$ cat src/rtl/pipeline_ctrl_pkg.sv
// Shared definitions for the microRISC pipeline controller.
// Holds the controller FSM state encoding and the register-address width
// that the hazard comparator and the interface use.
package pipeline_ctrl_pkg;

  localparam int unsigned REG_AW = 3;

  typedef logic [REG_AW-1:0] reg_addr_t;

  typedef enum logic [1:0] {
    RUN      = 2'd0,
    MEM_WAIT = 2'd1,
    HALT     = 2'd2
  } ctrl_state_e;

endpackage

$ cat src/rtl/pipeline_ctrl_if.sv
// Pipeline-controller bus: hazard inputs from the ID/EX/MEM/WB stages and
// the write-enable / flush controls back to the PC and pipeline registers.
//   master : the pipeline datapath (drives hazard inputs, takes controls)
//   slave  : the controller (takes hazard inputs, drives controls)
interface pipeline_ctrl_if #(
  parameter int unsigned CNT_W = 16
);
  import pipeline_ctrl_pkg::*;

  reg_addr_t          id_rs1;
  reg_addr_t          id_rs2;
  logic               id_uses_rs1;
  logic               id_uses_rs2;
  logic               ex_mem_read;
  reg_addr_t          ex_write_reg;
  logic               ex_branch_taken;
  logic               mem_req;
  logic               mem_ready;
  logic               wb_halt;

  logic               pc_write;
  logic               if_id_write;
  logic               if_id_flush;
  logic               id_ex_write;
  logic               id_ex_flush;
  logic               ex_mem_write;
  logic               mem_wb_flush;
  logic               halted;
  logic               mem_err;
  logic [CNT_W-1:0]   stall_count;

  modport master (
    output id_rs1, id_rs2, id_uses_rs1, id_uses_rs2,
           ex_mem_read, ex_write_reg, ex_branch_taken,
           mem_req, mem_ready, wb_halt,
    input  pc_write, if_id_write, if_id_flush, id_ex_write, id_ex_flush,
           ex_mem_write, mem_wb_flush, halted, mem_err, stall_count
  );

  modport slave (
    input  id_rs1, id_rs2, id_uses_rs1, id_uses_rs2,
           ex_mem_read, ex_write_reg, ex_branch_taken,
           mem_req, mem_ready, wb_halt,
    output pc_write, if_id_write, if_id_flush, id_ex_write, id_ex_flush,
           ex_mem_write, mem_wb_flush, halted, mem_err, stall_count
  );

endinterface

$ cat src/rtl/pipeline_ctrl_hazard_detect.sv
// Load-use hazard comparator (purely combinational).
//   id_rs1/id_rs2, id_uses_rs1/id_uses_rs2 : ID-stage source operands
//   ex_mem_read, ex_write_reg              : EX-stage load and its destination
//   load_use_stall                         : ID needs a value still being loaded
// r0 is compared like any other register.
module pipeline_ctrl_hazard_detect
  import pipeline_ctrl_pkg::*;
(
  input  reg_addr_t id_rs1,
  input  reg_addr_t id_rs2,
  input  logic      id_uses_rs1,
  input  logic      id_uses_rs2,
  input  logic      ex_mem_read,
  input  reg_addr_t ex_write_reg,
  output logic      load_use_stall
);

  always_comb begin
    load_use_stall = ex_mem_read &&
                     ((id_uses_rs1 && (id_rs1 == ex_write_reg)) ||
                      (id_uses_rs2 && (id_rs2 == ex_write_reg)));
  end

endmodule

$ cat src/rtl/pipeline_ctrl.sv
// Hazard and sequencing controller for the 5-stage microRISC pipeline.
//   clk, rst_n : clock (rising edge) and asynchronous active-low reset
//   bus        : slave side of pipeline_ctrl_if; hazard inputs in, PC and
//                pipeline-register write/flush controls, halted, mem_err and
//                the stall-cycle counter out.
// Controls are combinational from state and inputs; state, the memory wait
// counter, mem_err and stall_count are registered.
module pipeline_ctrl
  import pipeline_ctrl_pkg::*;
#(
  parameter int unsigned MEM_TIMEOUT = 255,
  parameter int unsigned CNT_W       = 16
) (
  input  logic            clk,
  input  logic            rst_n,
  pipeline_ctrl_if.slave  bus
);

  localparam int unsigned WAIT_W = (MEM_TIMEOUT > 1) ? $clog2(MEM_TIMEOUT) : 1;
  localparam logic [WAIT_W-1:0] WAIT_LAST = WAIT_W'(MEM_TIMEOUT - 1);

  ctrl_state_e        state_q;
  logic [WAIT_W-1:0]  wait_cnt_q;
  logic [CNT_W-1:0]   stall_q;
  logic               mem_err_q;

  logic load_use_stall;
  logic mem_stall;

  logic pc_write_c, if_id_write_c, if_id_flush_c, id_ex_write_c;
  logic id_ex_flush_c, ex_mem_write_c, mem_wb_flush_c, halted_c;

  pipeline_ctrl_hazard_detect u_hazard_detect (
    .id_rs1         (bus.id_rs1),
    .id_rs2         (bus.id_rs2),
    .id_uses_rs1    (bus.id_uses_rs1),
    .id_uses_rs2    (bus.id_uses_rs2),
    .ex_mem_read    (bus.ex_mem_read),
    .ex_write_reg   (bus.ex_write_reg),
    .load_use_stall (load_use_stall)
  );

  assign mem_stall = bus.mem_req && !bus.mem_ready;

  always_comb begin
    pc_write_c     = 1'b1;
    if_id_write_c  = 1'b1;
    if_id_flush_c  = 1'b0;
    id_ex_write_c  = 1'b1;
    id_ex_flush_c  = 1'b0;
    ex_mem_write_c = 1'b1;
    mem_wb_flush_c = 1'b0;
    halted_c       = 1'b0;

    unique case (state_q)
      RUN, MEM_WAIT: begin
        // RUN: wb_halt lets WB commit with default controls. MEM_WAIT stalls on
        // mem_ready alone; once ready, it falls through to branch/load-use.
        if ((state_q == RUN) && bus.wb_halt) begin
          // defaults
        end else if ((state_q == RUN) ? mem_stall : !bus.mem_ready) begin
          pc_write_c     = 1'b0;
          if_id_write_c  = 1'b0;
          id_ex_write_c  = 1'b0;
          ex_mem_write_c = 1'b0;
          mem_wb_flush_c = 1'b1;
        end else if (bus.ex_branch_taken) begin
          if_id_flush_c = 1'b1;
          id_ex_flush_c = 1'b1;
        end else if (load_use_stall) begin
          pc_write_c    = 1'b0;
          if_id_write_c = 1'b0;
          id_ex_flush_c = 1'b1;
        end
      end
      default: begin
        pc_write_c     = 1'b0;
        if_id_write_c  = 1'b0;
        id_ex_write_c  = 1'b0;
        ex_mem_write_c = 1'b0;
        mem_wb_flush_c = 1'b1;
        halted_c       = 1'b1;
      end
    endcase

    // Hold every pipeline register still while reset is asserted.
    if (!rst_n) begin
      pc_write_c     = 1'b0;
      if_id_write_c  = 1'b0;
      if_id_flush_c  = 1'b0;
      id_ex_write_c  = 1'b0;
      id_ex_flush_c  = 1'b0;
      ex_mem_write_c = 1'b0;
      mem_wb_flush_c = 1'b0;
      halted_c       = 1'b0;
    end
  end

  always_ff @(posedge clk or negedge rst_n) begin
    if (!rst_n) begin
      state_q    <= RUN;
      wait_cnt_q <= '0;
      stall_q    <= '0;
      mem_err_q  <= 1'b0;
    end else begin
      if (!pc_write_c && (state_q != HALT) && (stall_q != '1)) begin
        stall_q <= stall_q + 1'b1;
      end

      unique case (state_q)
        RUN: begin
          if (bus.wb_halt) begin
            state_q <= HALT;
          end else if (mem_stall) begin
            state_q    <= MEM_WAIT;
            wait_cnt_q <= '0;
          end
        end
        MEM_WAIT: begin
          if (bus.mem_ready) begin
            state_q <= RUN;
          end else if (wait_cnt_q == WAIT_LAST) begin
            state_q   <= HALT;
            mem_err_q <= 1'b1;
          end else begin
            wait_cnt_q <= wait_cnt_q + 1'b1;
          end
        end
        default: begin
          // HALT: left only through reset.
        end
      endcase
    end
  end

  assign bus.pc_write     = pc_write_c;
  assign bus.if_id_write  = if_id_write_c;
  assign bus.if_id_flush  = if_id_flush_c;
  assign bus.id_ex_write  = id_ex_write_c;
  assign bus.id_ex_flush  = id_ex_flush_c;
  assign bus.ex_mem_write = ex_mem_write_c;
  assign bus.mem_wb_flush = mem_wb_flush_c;
  assign bus.halted       = halted_c;
  assign bus.mem_err      = mem_err_q;
  assign bus.stall_count  = stall_q;

endmodule

$ cat src/flat_wrapper.sv
// flat-port wrapper written by rule: the top's interface ports become plain ports
module pipeline_ctrl_flat import pipeline_ctrl_pkg::*;
#(
  parameter int unsigned MEM_TIMEOUT = 255,
  parameter int unsigned CNT_W       = 16
)
  (clk, rst_n, bus_id_rs1, bus_id_rs2, bus_id_uses_rs1, bus_id_uses_rs2, bus_ex_mem_read, bus_ex_write_reg, bus_ex_branch_taken, bus_mem_req, bus_mem_ready, bus_wb_halt, bus_pc_write, bus_if_id_write, bus_if_id_flush, bus_id_ex_write, bus_id_ex_flush, bus_ex_mem_write, bus_mem_wb_flush, bus_halted, bus_mem_err, bus_stall_count);
  pipeline_ctrl_if #(.CNT_W(CNT_W)) bus_i ();
  input  logic clk;
  input  logic rst_n;
  input wire logic [$bits(bus_i.id_rs1)-1:0] bus_id_rs1;
  input wire logic [$bits(bus_i.id_rs2)-1:0] bus_id_rs2;
  input wire logic [$bits(bus_i.id_uses_rs1)-1:0] bus_id_uses_rs1;
  input wire logic [$bits(bus_i.id_uses_rs2)-1:0] bus_id_uses_rs2;
  input wire logic [$bits(bus_i.ex_mem_read)-1:0] bus_ex_mem_read;
  input wire logic [$bits(bus_i.ex_write_reg)-1:0] bus_ex_write_reg;
  input wire logic [$bits(bus_i.ex_branch_taken)-1:0] bus_ex_branch_taken;
  input wire logic [$bits(bus_i.mem_req)-1:0] bus_mem_req;
  input wire logic [$bits(bus_i.mem_ready)-1:0] bus_mem_ready;
  input wire logic [$bits(bus_i.wb_halt)-1:0] bus_wb_halt;
  output wire logic [$bits(bus_i.pc_write)-1:0] bus_pc_write;
  output wire logic [$bits(bus_i.if_id_write)-1:0] bus_if_id_write;
  output wire logic [$bits(bus_i.if_id_flush)-1:0] bus_if_id_flush;
  output wire logic [$bits(bus_i.id_ex_write)-1:0] bus_id_ex_write;
  output wire logic [$bits(bus_i.id_ex_flush)-1:0] bus_id_ex_flush;
  output wire logic [$bits(bus_i.ex_mem_write)-1:0] bus_ex_mem_write;
  output wire logic [$bits(bus_i.mem_wb_flush)-1:0] bus_mem_wb_flush;
  output wire logic [$bits(bus_i.halted)-1:0] bus_halted;
  output wire logic [$bits(bus_i.mem_err)-1:0] bus_mem_err;
  output wire logic [$bits(bus_i.stall_count)-1:0] bus_stall_count;
  assign bus_i.id_rs1 = bus_id_rs1;
  assign bus_i.id_rs2 = bus_id_rs2;
  assign bus_i.id_uses_rs1 = bus_id_uses_rs1;
  assign bus_i.id_uses_rs2 = bus_id_uses_rs2;
  assign bus_i.ex_mem_read = bus_ex_mem_read;
  assign bus_i.ex_write_reg = bus_ex_write_reg;
  assign bus_i.ex_branch_taken = bus_ex_branch_taken;
  assign bus_i.mem_req = bus_mem_req;
  assign bus_i.mem_ready = bus_mem_ready;
  assign bus_i.wb_halt = bus_wb_halt;
  assign bus_pc_write = bus_i.pc_write;
  assign bus_if_id_write = bus_i.if_id_write;
  assign bus_if_id_flush = bus_i.if_id_flush;
  assign bus_id_ex_write = bus_i.id_ex_write;
  assign bus_id_ex_flush = bus_i.id_ex_flush;
  assign bus_ex_mem_write = bus_i.ex_mem_write;
  assign bus_mem_wb_flush = bus_i.mem_wb_flush;
  assign bus_halted = bus_i.halted;
  assign bus_mem_err = bus_i.mem_err;
  assign bus_stall_count = bus_i.stall_count;
  pipeline_ctrl #(.MEM_TIMEOUT(MEM_TIMEOUT), .CNT_W(CNT_W)) u_core (.clk(clk), .rst_n(rst_n), .bus(bus_i));
endmodule
$ cat config.mk
export PLATFORM = sky130hd
export DESIGN_NAME = pipeline_ctrl_flat
export DESIGN_NICKNAME = d
export VERILOG_FILES = /design/src/rtl/pipeline_ctrl_pkg.sv /design/src/rtl/pipeline_ctrl_if.sv /design/src/rtl/pipeline_ctrl_hazard_detect.sv /design/src/rtl/pipeline_ctrl.sv /design/src/flat_wrapper.sv
export SDC_FILE = /design/constraint.sdc
export NUM_CORES = 1
export LEC_CHECK = 0
export BUFFER_PORTS_ARGS = -buffer_cell sky130_fd_sc_hd__buf_4
export CORE_ASPECT_RATIO = 1.2
export CORE_MARGIN = 4
export CORE_UTILIZATION = 45
export DETAILED_ROUTE_END_ITERATION = 6
export HOLD_SLACK_MARGIN = 0.1
export PLACE_DENSITY = 0.66
export SETUP_SLACK_MARGIN = 0.3
export SLEW_MARGIN = 10
export SYNTH_ARGS = -nofsm -noshare
export SYNTH_HDL_FRONTEND = slang
export SYNTH_SLANG_ARGS = --single-unit
$ cat constraint.sdc
create_clock -name clk -period 1.9 [get_ports clk]
set_input_delay 0.285 -clock clk [delete_from_list [all_inputs] [get_ports clk]]
set_output_delay 0.285 -clock clk [all_outputs]
set_load 0.05 [all_outputs]
==> flow_summary.yaml <==
status:
  outcome: "complete, no violations"
worst_setup_path:
  crit_required_ns: 1.62
  path_class: "input pin to output pin"
  r2r_slack_ns: 0.26
  critical_path_arrival_ns: 1.38
  timing.rr.start: "u_core.state_q[0]$_DFFE_PN0P_"
  cpMaxStageDelayCell: "o31a_4"
  crit_path_max_fanout: 2
  timing.rr.end: "u_core.bus.stall_count[1]$_DFFE_PN0P_"
  crit_buf_inv: 2
  worst_path_most_repeated_cell: "nand2_1"
  slowest_delay_ns: 0.31
  crit_family: "simple AND/OR/NAND/NOR gates"
  rr_worst_depth: 6
  crit_path_end_kind: "output pin"
  cp_cell_sequence: "buf_4 > xnor2_1 > nand4_1 > nand2_1 > nand2_1 > o31a_4 > buf_8"
  startpoint_type: "input pin"
global_routing:
  grt_usage_pct: 18.9
  grt_pass1_wl_mm: 7.30
  grt.overflow.total: 0
  grt_pass1_vias: 1637
  antenna_found_initial: 0
  grt_max_degree: 28
placement:
  placed_cell_area_um2: 2130
  gp_congestion: 0.831
  portBuffers: 42
  dp_hpwl_mm: 2.97
yosys:
  yosysTopAreaCell: "dfrtp_1"
  synth_ff_type: "dfrtp_1"
  ys_top_cells_by_area: "dfrtp_1, xnor2_1, o211ai_2, o21ai_0, nand2_1"
  async_flop_share_pct: 100
  synth-seq-cells: 27
  syn_area_um2: 1690
  netlist_instances: 170
  synth.distinct_cells: 45
  synth_top_area_share_pct: 40.0
  ys_warn_count: 0
  synth-edff-count: 0
  synth-seq-area-share_pct: 40.0
  syn_nets: 191
  avgSynthCellArea_um2: 9.94
sta:
  min_period_ns: 1.67
  fin_setup_tns_ns: 0
  worst_slew_pin_slew_ns: 0.364
  hold_viol: 0
  finClkSkew_ns: 0.0109
  whs_ns: 0.267
  drv_slew: 0
  max_freq_ghz: 0.600
  period_share_pct: 87.7
  slew-limit-headroom_pct: 75.7
  rsz0062_at_grt: "true"
  finalSetupViolations: 0
floorplan:
  die_y_um: 75.1
  core_um2: 3630
  die_w_um: 64.0
  io_pins: 43
  die_area_um2: 4810
  start_util_pct: 46.5
  num_rows: 24
finish:
  final-seq-area_um2: 691
  fillCellCount: 235
  diodes: 0
  final_common_cell: "buf_4"
  layout_common_cells: "buf_4, xnor2_1, dfrtp_1, nand2_1, buf_6"
  multiInputGateArea_um2: 1110
  post-route-util_pct: 75.0
  nets: 276
  drive_gt1_share_pct: 59.1
  stdcell_area_um2: 2720
  areaGrowthSynthToFinish_pct: 61.1
detailed_routing:
  drt_iter0_drc: 59
  via_count: 1613
  vias_per_cell: 5.27
  drc_errors: 0
  drtAntennaViolNets: 0
  first_pass_iters: 5
  wl_mm: 4.92
  wl_per_cell_um: 16.1
cts:
  clk_pin_slew_ns: 0.10
  cts_tree: "yes"
  htreeDepth: 1
  clock_latency_ns: 0.28
  root_buffer: "clkbuf_8"
  clock_sink_count: 27
  clock_path_buffers: 2
  cts_buffers: 3
min_path:
  hold_path_startpoint: "bus_mem_ready"
  whs_path_depth: 2
  hold_class: "input pin to flip-flop"
  whs_endpoint: "u_core.state_q[1]$_DFFE_PN0P_"
power_and_ir_drop:
  max-vdd-ir-drop_mv: 0.323
  leakagePower_nw: 1.18
  powerDensity_nw_per_um2: 667
flow_run:
  max_cap_violations: 0
## power breakdown
group | switching [mW] | internal [mW]
combinational | 0.419 | 0.332
clock | 0.197 | 0.149
sequential | 0.0782 | 0.642
## layout make-up
class,count,area share [%]
clock buffers,3,1.52
well taps,52,2.39
multi-input cells,133,40.8
clock inverters,1,0.276
inverters,3,0.505
flip-flops and latches,27,25.4
repair buffers,87,29.2
## metal layers
metal	vias up	wire (um)	global-route usage [%]
met4	0	72	7.43
li1	785	-	-
met2	33	2780	37.0
met1	787	1980	21.1
met5	-	0	0
met3	8	97	1.94
## worst register-to-register path, stage by stage, from the launching register on
cell and delay [ns]:
dfrtp_2 0.46, buf_6 0.15, o211ai_1 0.26, a21oi_4 0.09
buf_12 0.15, o21ai_4 0.14, mux2_4 0.31
## timing repair
item,CTS,global route
hold buffers,2,0
hold endpoints to repair,27,0
gates resized for setup,17,25
endpoints found under the setup margin,15,31
pin swaps,9,29
buffers inserted,24,15
gates cloned,0,1
## logic make-up after synthesis
family	Yosys count	share of synthesized area (%)
flip-flops	27	40.0
buffers and inverters	10	3.85
multiplexers	1	0.666
AO/OA/AOI/OAI	45	22.1
adder cells (fa/ha/maj)	3	2.22
AND/OR/NAND/NOR	64	20.8
XOR/XNOR	20	10.4
## synth_stat cells, types with 2 or more instances
master,count
nor2b_1,4
o2111ai_1,4
and2_2,2
o21ai_0,11
and4_4,2
o21ai_2,2
nand4_1,5
nand3_1,7
o211ai_1,2
dfrtp_1,27
inv_1,3
and3_2,3
o211ai_2,7
a21oi_1,3
nor2_1,14
and2_1,3
xnor2_1,20
o31ai_1,4
ha_1,3
buf_6,2
nand2_1,14
buf_4,3
and3_1,3
## stage by stage
step	cells	power, mW	setup slack [ns]
finish	306	1.82	0.234
global placement	260	1.28	0.156
detailed placement	260	1.31	0.132
floorplan	170	1.11	0.102
CTS	290	1.74	0.253
global route	306	1.89	0.153
## state kept, by name, indices dropped and copies added, names as in the netlist
name,flops
u_core.bus.stall_count,16
u_core.wait_cnt_q,8
u_core.state_q,2
u_core.bus.mem_err,1
## how the worst max path moves through the flow
stage | depth (start not counted) | from | end
after floorplan | 6 | u_core.bus.stall_count[0]$_DFFE_PN0P_ | u_core.bus.stall_count[1]$_DFFE_PN0P_
final | 7 | bus_ex_write_reg[2] | bus_pc_write
after global placement | 7 | bus_ex_write_reg[2] | bus_pc_write
after detailed placement | 7 | bus_ex_write_reg[0] | bus_pc_write
after global routing | 7 | bus_ex_write_reg[2] | bus_pc_write
after CTS | 4 | u_core.state_q[1]$_DFFE_PN0P_ | bus_pc_write
(Power assumes the default switching activity.)
